<file path="config.mk">
export PLATFORM = sky130hd
export DESIGN_NAME = hazard_ctl
export DESIGN_NICKNAME = d
export VERILOG_FILES = /design/src/rtl/pipe_ctl_pkg.sv /design/src/rtl/hazard_ctl_lu_detect.sv /design/src/rtl/hazard_ctl.sv
export SDC_FILE = /design/constraint.sdc
export NUM_CORES = 1
export LEC_CHECK = 0
export CORE_MARGIN = 5
export CORE_UTILIZATION = 17
export DETAILED_ROUTE_END_ITERATION = 6
export GPL_TIMING_DRIVEN = 0
export PLACE_DENSITY = 0.85
export SYNTH_ARGS = -nofsm -noshare
export SYNTH_HDL_FRONTEND = slang
export SYNTH_HIERARCHICAL = 1
export SYNTH_SLANG_ARGS = --single-unit
</file>
<file path="constraint.sdc">
create_clock -name clk -period 3.39 [get_ports clk]
set_input_delay 0.8475 -clock clk [delete_from_list [all_inputs] [get_ports clk]]
set_output_delay 0.8475 -clock clk [all_outputs]
set_load 0.02 [all_outputs]
</file>
<file path="src/rtl/pipe_ctl_pkg.sv">
// Shared encodings for the pipeline sequencing controller: FSM states, MIPS opcodes, flush counter width.
package pipe_ctl_pkg;

    typedef enum logic [1:0] {
        ST_RUN      = 2'd0,
        ST_FLUSH    = 2'd1,
        ST_MEM_WAIT = 2'd2
    } ctl_state_e;

    localparam logic [5:0] OP_RTYPE = 6'h00;
    localparam logic [5:0] OP_SW    = 6'h2B;
    localparam logic [5:0] OP_BEQ   = 6'h04;
    localparam logic [5:0] OP_BNE   = 6'h05;
    localparam logic [5:0] OP_LW    = 6'h23;

    localparam logic [4:0] REG_ZERO = 5'd0;

    // Enough for FLUSH_CYC-1 with FLUSH_CYC up to 8.
    localparam int FLUSH_CNT_W = 3;

    function automatic logic op_uses_rt(input logic [5:0] op);
        return (op == OP_RTYPE) || (op == OP_SW) || (op == OP_BEQ) || (op == OP_BNE);
    endfunction

endpackage

</file>
<file path="src/rtl/hazard_ctl_lu_detect.sv">
// Load-use hazard compare between the IF/ID instruction sources and a load in ID/EX.
// Purely combinational.
module lu_detect
    import pipe_ctl_pkg::*;
(
    input  logic [15:0] id_inst_hi,
    input  logic        ex_mem_read,
    input  logic [4:0]  ex_rd,
    output logic        lu_haz
);

    logic [5:0] opcode;
    logic [4:0] rs;
    logic [4:0] rt;
    logic       uses_rt;

    assign opcode  = id_inst_hi[15:10];
    assign rs      = id_inst_hi[9:5];
    assign rt      = id_inst_hi[4:0];
    assign uses_rt = op_uses_rt(opcode);

    assign lu_haz = ex_mem_read && (ex_rd != REG_ZERO) &&
                    ((ex_rd == rs) || (uses_rt && (ex_rd == rt)));

endmodule

</file>
<file path="src/rtl/hazard_ctl.sv">
// Pipeline sequencing FSM: load-use stall, branch/jump squash, data-memory freeze.
// Define HAZARD_STATS_EN to add saturating stall_cnt / flush_cnt statistics ports.
module hazard_ctl
    import pipe_ctl_pkg::*;
#(
    parameter int FLUSH_CYC = 1,
    parameter int CNT_W     = 16
) (
    input  logic             clk,
    input  logic             rst_n,
    input  logic [31:0]      id_inst,
    input  logic             id_jump,
    input  logic             ex_mem_read,
    input  logic [4:0]       ex_rd,
    input  logic             ex_br_taken,
    input  logic             mem_busy,
    output logic             pc_write,
    output logic             if_id_write,
    output logic             if_id_flush,
    output logic             id_ex_bubble,
    output logic             ex_mem_hold,
`ifdef HAZARD_STATS_EN
    output logic [CNT_W-1:0] stall_cnt,
    output logic [CNT_W-1:0] flush_cnt,
`endif
    output logic [1:0]       ctl_state
);

    localparam logic [FLUSH_CNT_W-1:0] RELOAD = FLUSH_CNT_W'(FLUSH_CYC - 1);

    ctl_state_e             state_q, state_d;
    logic [FLUSH_CNT_W-1:0] cnt_q, cnt_d;
    logic                   lu_haz;
    logic                   eval_run;
    logic                   stall_evt;
    logic                   unused_inst_lo;

    assign unused_inst_lo = ^id_inst[15:0];

    lu_detect u_lu_detect (
        .id_inst_hi  (id_inst[31:16]),
        .ex_mem_read (ex_mem_read),
        .ex_rd       (ex_rd),
        .lu_haz      (lu_haz)
    );

    always_ff @(posedge clk or negedge rst_n) begin
        if (!rst_n) begin
            state_q <= ST_RUN;
            cnt_q   <= '0;
        end else begin
            state_q <= state_d;
            cnt_q   <= cnt_d;
        end
    end

    always_comb begin
        state_d      = state_q;
        cnt_d        = cnt_q;
        pc_write     = 1'b1;
        if_id_write  = 1'b1;
        if_id_flush  = 1'b0;
        id_ex_bubble = 1'b0;
        ex_mem_hold  = 1'b0;
        eval_run     = 1'b0;
        stall_evt    = 1'b0;

        case (state_q)
            ST_RUN: eval_run = 1'b1;
            ST_MEM_WAIT: begin
                if (mem_busy) begin
                    pc_write    = 1'b0;
                    if_id_write = 1'b0;
                    ex_mem_hold = 1'b1;
                end else begin
                    eval_run = 1'b1;
                end
            end
            ST_FLUSH: begin
                // A freeze during the squash window parks the countdown.
                if (mem_busy) begin
                    pc_write    = 1'b0;
                    if_id_write = 1'b0;
                    ex_mem_hold = 1'b1;
                end else if (ex_br_taken) begin
                    if_id_flush  = 1'b1;
                    id_ex_bubble = 1'b1;
                    cnt_d        = RELOAD;
                    state_d      = (FLUSH_CYC > 1) ? ST_FLUSH : ST_RUN;
                end else begin
                    if_id_flush = 1'b1;
                    if (cnt_q <= FLUSH_CNT_W'(1)) begin
                        cnt_d   = '0;
                        state_d = ST_RUN;
                    end else begin
                        cnt_d = cnt_q - FLUSH_CNT_W'(1);
                    end
                end
            end
            default: state_d = ST_RUN;
        endcase

        // MEM_WAIT falls through here on its exit cycle so held requests are serviced.
        if (eval_run) begin
            state_d = ST_RUN;
            if (mem_busy) begin
                pc_write    = 1'b0;
                if_id_write = 1'b0;
                ex_mem_hold = 1'b1;
                state_d     = ST_MEM_WAIT;
            end else if (ex_br_taken) begin
                if_id_flush  = 1'b1;
                id_ex_bubble = 1'b1;
                if (FLUSH_CYC > 1) begin
                    state_d = ST_FLUSH;
                    cnt_d   = RELOAD;
                end
            end else if (lu_haz) begin
                pc_write     = 1'b0;
                if_id_write  = 1'b0;
                id_ex_bubble = 1'b1;
                stall_evt    = 1'b1;
            end else if (id_jump) begin
                if_id_flush = 1'b1;
            end
        end
    end

    assign ctl_state = state_q;

`ifdef HAZARD_STATS_EN
    logic [CNT_W-1:0] stall_q;
    logic [CNT_W-1:0] flush_q;

    always_ff @(posedge clk or negedge rst_n) begin
        if (!rst_n) begin
            stall_q <= '0;
            flush_q <= '0;
        end else begin
            if (stall_evt && (stall_q != '1)) begin
                stall_q <= stall_q + CNT_W'(1);
            end
            if (if_id_flush && (flush_q != '1)) begin
                flush_q <= flush_q + CNT_W'(1);
            end
        end
    end

    assign stall_cnt = stall_q;
    assign flush_cnt = flush_q;
`else
    logic [CNT_W:0] unused_stats;
    assign unused_stats = {CNT_W'(0), stall_evt};
`endif

endmodule

</file>
# Word level (Yosys, flattened, before mapping)
# Cells that the tools add are included.
[op_classes] addsub=1 multipliers=0 div_mod_pow=0 n_lt_le_gt_ge=1 eq_ne=10 shift=0 muxes=32 bitwise=1 reduce_logical=14
[op_table] operator="$mux 1" count=23
[op_table] operator="$eq 6x3->1 const B" count=2
[op_table] operator="$eq 5x5->1" count=2
[op_table] operator="$mux 2" count=5
[op_table] operator="$eq 6x6->1 const B" count=1
[op_table] operator="$logic_not 6->1" count=1
[op_table] operator="$mux 3" count=2
[op_table] operator="$reduce_bool 5->1" count=1
[op_table] operator="$logic_or 1x1->1" count=4
[op_table] operator="$ne 4x4->1 const B" count=1
[op_table] operator="$pmux 2 s2" count=1
[op_table] operator="$reduce_or 2->1" count=2
[op_table] operator="$le 3x1->1 const B" count=1
[op_table] operator="$logic_and 1x1->1" count=3
[op_table] operator="$ne 3x3->1 const B" count=1
[op_table] operator="$reduce_and 3->1" count=1
[op_table] operator="$sub 3x1->3 const B" count=1
[op_table] operator="$eq 2x1->1 const B" count=1
[op_table] operator="$eq 2x2->1 const B" count=1
[op_table] operator="$logic_not 2->1" count=1
[op_table] operator="$ne 2x1->1 const B" count=1
[op_table] operator="$pmux 1 s2" count=1
[op_table] operator="$reduce_and 2->1" count=1
[op_table] operator="$not 1->1" count=1
[word_totals] regBits=5 latchBits=0 ramBits=0 rom_bits=0 output_inout_bits=7 memories=0

# Logic depth before layout (Yosys ltp)
# Gate-level depths: netlist of the first run.
[logic_depth] ltp_word=11 ltp_mapped=6 ltp_nobuf=6

# Hierarchy
# Netlist of the first run, hierarchy kept.
[by_module_without_submodules] module="lu_detect" n_inst=1 cells_per_inst=20 area_each_um2=152.6 seq_area_each_um2=0.0
[by_module_without_submodules] module="hazard_ctl" n_inst=1 cells_per_inst=12 area_each_um2=82.6 seq_area_each_um2=25.0

# Worst setup path before layout of the first run
# No wires, ideal clock.
[synth_path] path_type="input port to output port" from="input id_inst[27]" to="output pc_write" t_arrival_ns=2.334 path_slack_ns=0.208 path_stages=5 cell_sequence="or4_1 a2111o_1 a21oi_1 a21oi_1 buf_4"
[synth_via] elab_chain_cells=11 word_cells_on_any_way=14 classes_between="eq/ne (3); mux (4); reduce/logical (7)"
[synth_rtl] element="start: declaration" line="hazard_ctl.sv:11" text="input logic [31:0] id_inst,"
[synth_rtl] element="$eq 6x6->1 / $logic_not 6->1 (equally long branches)" line="pipe_ctl_pkg.sv:22" text="return (op == OP_RTYPE) || (op == OP_SW) || (op == OP_BEQ) || (op == OP_BNE);"
[synth_rtl] element="$logic_or 1x1->1 (2 in a row)" line="pipe_ctl_pkg.sv:22"
[synth_rtl] element="$logic_or 1x1->1 *" line="pipe_ctl_pkg.sv:22"
[synth_rtl] element="$logic_and 1x1->1 *" line="hazard_ctl_lu_detect.sv:23" text="((ex_rd == rs) || (uses_rt && (ex_rd == rt)));"
[synth_rtl] element="$logic_or 1x1->1 *" line="hazard_ctl_lu_detect.sv:23"
[synth_rtl] element="$logic_and 1x1->1 *" line="hazard_ctl_lu_detect.sv:22" text="assign lu_haz = ex_mem_read && (ex_rd != REG_ZERO) &&"
[synth_rtl] element="net lu_haz" line="hazard_ctl.sv:33" text="logic lu_haz;"
[synth_rtl] element="$mux 1 * (4 in a row)"
[synth_rtl] element="end: declaration" line="hazard_ctl.sv:17" text="output logic pc_write,"
# The timed path passes the listed nets; every way through them passes the cells marked *.

# Worst setup path in the final report of the first run
[layout_path] from="input id_inst[27]" to="output if_id_flush"
[layout_via] elab_chain_cells=11 word_cells_on_any_way=14 classes_between="eq/ne (3); mux (4); reduce/logical (7)"
[layout_rtl] element="$eq 6x6->1 / $logic_not 6->1 (equally long branches)" line="pipe_ctl_pkg.sv:22"
[layout_rtl] element="$logic_or 1x1->1 (2 in a row)" line="pipe_ctl_pkg.sv:22"
[layout_rtl] element="$logic_or 1x1->1 *" line="pipe_ctl_pkg.sv:22"
[layout_rtl] element="$logic_and 1x1->1 *" line="hazard_ctl_lu_detect.sv:23"
[layout_rtl] element="$logic_or 1x1->1 *" line="hazard_ctl_lu_detect.sv:23"
[layout_rtl] element="$logic_and 1x1->1 *" line="hazard_ctl_lu_detect.sv:22"
[layout_rtl] element="net lu_haz" line="hazard_ctl.sv:33"
[layout_rtl] element="$mux 1 *" line="hazard_ctl.sv:118" text="end else if (lu_haz) begin"
[layout_rtl] element="$mux 1 *" line="hazard_ctl.sv:111" text="end else if (ex_br_taken) begin"
[layout_rtl] element="$mux 1 *" line="hazard_ctl.sv:106" text="if (mem_busy) begin"
[layout_rtl] element="$mux 1 *" line="hazard_ctl.sv:104" text="if (eval_run) begin"
[layout_rtl] element="end: declaration" line="hazard_ctl.sv:19" text="output logic if_id_flush,"
# Marked as above.

==> results of run 1 <==
-- metal layers --
metal / wire (um) / vias to the layer above / global-route usage
met4: 0 / 0 / 0
met3: 152 / 0 / 0.0230
met5: 0 / - / 0
li1: - / 169 / -
met1: 267 / 138 / 0.0601
met2: 522 / 17 / 0.165
-- synthesized netlist by cell type --
| cell | instances |
|---|---|
| xor2_1 | 4 |
| conb_1 | 1 |
| buf_4 | 2 |
| o21ai_0 | 1 |
| nor2_1 | 2 |
| or4_1 | 2 |
| clkbuf_1 | 2 |
| nor3_1 | 1 |
| nand2b_1 | 1 |
| nand4_1 | 2 |
| dfrtp_1 | 1 |
| nor2b_1 | 1 |
| a2111o_1 | 1 |
| a21oi_1 | 2 |
| xnor2_1 | 6 |
| inv_1 | 1 |
| a21oi_2 | 1 |
| nand3_1 | 1 |
-- report_power, final --
part           switching (uW)  internal [uW]
Clock                       0              0
Sequential              0.148           12.8
Combinational            26.1           42.6
Total                    26.3           55.3
-- area by class of cell --
class,instances,share of cell area
Timing Repair Buffer,32,0.524
Multi-Input combinational cell,26,0.373
Sequential cell,1,0.0408
Tap cell,15,0.0306
Buffer,3,0.0245
Inverter,1,0.00612
-- placed cells by master (no fill, tap or decap), drive strengths merged, types with 2 or more instances in the layout --
master,n
nand4,2
dlymetal6s2s,4
or4,2
a21oi,3
nor2,2
clkdlybuf4s50,19
buf,5
dlygate4sd2,3
xor2,4
xnor2,6
clkdlybuf4s15,2
clkbuf,2
-- cell families (layout without fill, tap and decap cells) --
logic type	after synthesis	count (layout)	share of synthesized area
simple gates	10	10	0.245
xor+xnor	10	10	0.372
buf+inv	5	36	0.112
other cells	1	1	0.0159
compound gates	5	5	0.149
flops	1	1	0.106
-- how the worst max path moves through the flow --
stage                      from          end  depth (start not counted)
detailed placement  id_inst[27]     pc_write                          7
floorplan           id_inst[27]     pc_write                          5
finish              id_inst[27]  if_id_flush                          7
global placement    id_inst[27]     pc_write                          7
global route        id_inst[27]  if_id_flush                          7
CTS                 id_inst[26]  if_id_flush                          8
-- repair_timing --
action,in CTS,in global routing
pin swaps,5,4
setup endpoints to repair,4,4
gates resized for setup,32,10
-- stage by stage --
step	instances	instance area, um^2	power [uW]	worst slack, ps	setup TNS, ps
after floorplan	32	235	36.3	208	0
after global placement	79	574	79.0	-645	-2390
after detailed placement	79	574	80.2	-667	-2500
after CTS	78	579	79.9	3.68	0
after global routing	78	613	86.5	-6.04	-6.04
final	78	613	81.6	44.5	0
==> impl_results.md, run 1 <==
* FF+latch area at 25.0 um^2
* Final nets at 108
* Yosys warns at 6
* Syn_nets at 75
* Total track usage at 0.0723
* Die ar. at 2230 um^2
* # hold bufs at CTS at 0
* Achievable clock frequency at 299 MHz
* Antenna cell count at 0
* Drt drc at 0
* Initial antenna violation count at 0
* Outcome: complete, no violations
* Req. time, crit path at 2540 ps
* Final Hold Fails at 0
* Yosys top cell area share at 0.223
* Final hold slack at 999 ps
* Fin crit period at 3350 ps
* Die height at 47.2 um
* Io pins at 50
* Core area at 1300 um^2
* Count of state elements after synthesis at 1
* PD cells at 133 nW/um^2
* Max-slew violations at 0
* Leak at 0.000261 uW
* Type of origin of the critical path: primary input
* RePlAce Congestion at 0.666
* Area of the mapped netlist at 235 um^2
* Crit path max-delay cell type: or4_1
* VDD IR max at 0.0000358 V
* First-pass GRT wire length at 1.19 mm
* Maxcap violations at 0
* Arrival time at the worst endpoint at 2500 ps
* Total gr overflow at 0
* Crit-path cells: dlygate4sd2_1 > or4_1 > a2111o_1 > a21oi_4 > nand2b_4 > a21oi_2 > buf_6
* Period utilization at 0.987
* DPL Wire Length at 847 um
* Wire per inst at 12.1 um
* Post-CTS setup buffers at 0
* Critical path capture point type: primary output
* Max reg flops at 1
* Area leader, netlist: xnor2_1
* Min-delay worst type: primary input to asynchronous set/reset pin
* Vias in the first global route at 295
* WS Path Type: primary input to primary output
* CP Max Fanout at 3
* Avg Inst Size Synth at 7.35 um^2
* Final ANT Viol Nets at 0
* Port Buf Inserts at 32
* Row Count at 13
* Delay of the slowest cell on the worst path at 500 ps
* Clock-pin transition on the worst setup and hold timing paths at 0 ps
* Die X at 47.2 um
* Cells after Synth at 32
* Fraction of layout cells with a size suffix above 1 at 0.190
* Initial Util at 0.181
* Dominant cells by area after synthesis: xnor2_1, xor2_1, dfrtp_1, buf_4, or4_1
* Number of endpoints failing setup at the final stage at 0
* Post-Route WL at 941 um
* Largest net degree at the start of global routing at 6
* Synth-to-Final Area Change at 161%
* Top Family by Delay on Critical Path: simple AND/OR/NAND/NOR gates
* Area of the multi-input gates at 229 um^2
* RSZ-0062 raised after global routing: yes
* # fillers at 123
* Final core occ at 0.471
* Worst path bufs/invs at 2
* Initial DRC count at 0
* Sequential element share of the synthesized area at 0.106
* Netlist cell types at 18
* DRT Pass-1 Iters at 1
* Vias per cell at 4.15
* Via count at 324
No activity file was read; power rests on OpenSTA's default activity.
==> inputs of run 2 (changes only) <==
--- a/config.mk
+++ b/config.mk
@@ -5,12 +5,11 @@
 export SDC_FILE = /design/constraint.sdc
 export NUM_CORES = 1
 export LEC_CHECK = 0
-export CORE_MARGIN = 5
-export CORE_UTILIZATION = 17
+export CORE_MARGIN = 2
+export CORE_UTILIZATION = 19
 export DETAILED_ROUTE_END_ITERATION = 6
 export GPL_TIMING_DRIVEN = 0
 export PLACE_DENSITY = 0.85
 export SYNTH_ARGS = -nofsm -noshare
 export SYNTH_HDL_FRONTEND = slang
-export SYNTH_HIERARCHICAL = 1
 export SYNTH_SLANG_ARGS = --single-unit
==> impl_results.md, run 2 <==
* Outcome: complete, no violations
* Fraction of layout cells with a size suffix above 1 at 0.219 (+0.0283)
* Cells after Synth at 32 (unchanged)
* Yosys warns at 0 (-6)
* Core area at 1320 um^2 (+1.2%)
* Die X at 42.0 um (-11%)
* Total gr overflow at 0 (unchanged)
* Count leader, synth: xnor2_1
* Total track usage at 0.111 (+0.0387)
* Via count at 341 (+5.2%)
* Post-Route WL at 839 um (-11%)
* Yosys top cell area share at 0.256 (+0.0323)
* Vias in the first global route at 377 (+28%)
* RSZ-0062 raised after global routing: no
* Critical path capture point type: primary output
* Syn_nets at 75 (unchanged)
* Synth Area in Compound Gates at 0.251 (+0.102)
* Port Buf Inserts at 32 (unchanged)
* Final Hold Fails at 0 (unchanged)
* Wire per inst at 10.6 um (-12%)
* DRT Pass-1 Iters at 2 (+1)
* Vias per cell at 4.32 (+3.9%)
* Initial antenna violation count at 0 (unchanged)
* XOR/XNOR Fraction of Synth Area at 0.320 (-0.0527)
* Die height at 42.0 um (-11%)
* Sequential element share of the synthesized area at 0.0913 (-0.0151)
* Post-Synth Adder-Cell Area at 0 (unchanged)
* Die ar. at 1760 um^2 (-21%)
* Netlist cell types at 20 (+2)
* Largest net degree at the start of global routing at 6 (unchanged)
* VDD IR max at 0.0000615 V (+72%)
* Setup WS post-layout at 108 ps (+63.8 ps)
* Count of state elements after synthesis at 1 (unchanged)
* Synth Area in Simple Gates at 0.215 (-0.0301)
* RePlAce Congestion at 0.779 (+17%)
* WS Path Type: primary input to primary output
* Max reg flops at 1 (unchanged)
* Most frequent cells in the layout: clkdlybuf4s50_1, xnor2_1, dlygate4sd2_1, buf_4
* CP Max Fanout at 3 (unchanged)
* Number of endpoints failing setup at the final stage at 0 (unchanged)
* Io pins at 50 (unchanged)
* Req. time, crit path at 2540 ps (about the same)
* Dominant cells by area after synthesis: xnor2_1, a2111oi_4, dfrtp_1, xor2_1, o41ai_2
* EDFF count, synth at 0 (unchanged)
* Setup TNS at 0 ps (unchanged)
* Drt drc at 0 (unchanged)
* Initial Util at 0.208 (+0.0272)
* Clock-pin transition on the worst setup and hold timing paths at 0 ps (unchanged)
* Initial DRC count at 1 (+1)
* Avg Inst Size Synth at 8.56 um^2 (+16%)
* Final nets at 109 (+0.93%)
* Largest family of logic cells by synthesized area: XOR/XNOR gates
* PD cells at 137 nW/um^2 (+2.9%)
* Maxcap violations at 0 (unchanged)
* Arrival time at the worst endpoint at 2430 ps (-70 ps)
* Area of the mapped netlist at 274 um^2 (+16%)
* Area leader, netlist: xnor2_1
* DPL Wire Length at 810 um (-4.4%)
* Post-CTS setup buffers at 0 (unchanged)
* Period utilization at 0.968 (-0.0188)
* Leak at 0.000248 uW (-5.1%)
* Async S/R FF share, synth at 1.00 (unchanged)
* Post-place setup slack at -641 ps (+25.5 ps)
* Post-synth top flop: dfrtp_1
* # hold bufs at CTS at 0 (unchanged)
* Synth-to-Final Area Change at 132%
* Final ANT Viol Nets at 0 (unchanged)
* Achievable clock frequency at 305 MHz (+1.9%)
* Min-delay worst type: primary input to asynchronous set/reset pin
* Post-synthesis mux area share at 0 (unchanged)
* Max-slew violations at 0 (unchanged)
* Commonest non-fill, non-tap cell in the layout: clkdlybuf4s50_1
* First-pass GRT wire length at 1.61 mm (+35%)
* Row Count at 13 (unchanged)
* Type of origin of the critical path: primary input
* Fin crit period at 3280 ps (-63.8 ps)
* Antenna cell count at 0 (unchanged)
-- run 2: cell types whose count changed after synthesis, moves of 2 or more --
cell | before | now
a21oi_1 | 2 | 0
xnor2_1 | 6 | 8
nor2_1 | 2 | 0
xor2_1 | 4 | 2
-- run 2: layer usage --
metal	track usage	share of wire
met5	0	0
met4	0	0
met3	0.00862	0.088
met2	0.247	0.61
met1	0.113	0.30
-- run 2: area by class of cell --
type | instances | area [um^2]
fillers | 133 | 683
repair buffers | 32 | 303
multi-input cells | 25 | 258
flip-flops and latches | 1 | 25.0
plain buffers | 4 | 22.5
well taps | 15 | 18.8
inverters | 2 | 7.51
-- run 2: timing repair --
item,4_1_cts,5_1_grt
resized for setup,35,3
pin swaps,5,5
endpoints found under the setup margin,4,3
-- run 2: kinds of logic after synthesis --
| logic type | Yosys count |
|---|---|
| xor+xnor | 10 |
| flops | 1 |
| simple gates | 9 |
| compound gates | 5 |
| buf+inv | 6 |
| other cells | 1 |
-- run 2: path summary, 6_finish.rpt --
kind | cells after the start | start | to | slack [ps]
max in group asynchronous | 1 | rst_n | ctl_state[1]$_DFFE_PN0N_ | 2290
min in group clk | 2 | mem_busy | ctl_state[1]$_DFFE_PN0N_ | 1530
worst min-delay path | 1 | rst_n | ctl_state[1]$_DFFE_PN0N_ | 1000
worst max-delay path | 7 | ex_rd[4] | pc_write | 110
-- run 2: critical path, cell delays in order --
cell and delay (ps):
clkdlybuf4s15_1 220, or4_4 560, o21ai_4 200, a2111oi_4 90, o31ai_2 250, buf_4 140
buf_4 120
-- run 2: report_power, final --
group / internal, uW / switching, uW
clock: 0 / 0
combinational: 43.9 / 30.1
sequential: 12.8 / 0.167
total: 56.7 / 30.2
-- run 2: stage by stage --
stage | power, uW | instance area [um^2] | utilization | hold slack (ps) | std cells
2_1_floorplan | 42.4 | 279 | - | 552 | 32
3_3_place_gp | 87.1 | 618 | 0.469 | 999 | 79
3_5_place_dp | 88.3 | 618 | 0.469 | 1000 | 79
4_1_cts | 87.7 | 629 | 0.478 | 1000 | 79
5_1_grt | 92.6 | 634 | 0.481 | 1020 | 79
6_report | 86.9 | 634 | 0.481 | 1000 | 79
==> inputs of run 3 (changes only) <==
--- a/config.mk
+++ b/config.mk
@@ -7,6 +7,7 @@
 export LEC_CHECK = 0
 export CORE_MARGIN = 2
 export CORE_UTILIZATION = 19
+export CTS_CLUSTER_SIZE = 12
 export DETAILED_ROUTE_END_ITERATION = 6
 export GPL_TIMING_DRIVEN = 0
 export PLACE_DENSITY = 0.85
==> results of run 3 <==
The final DEF is identical to that of run 2; final timing and power are the same.
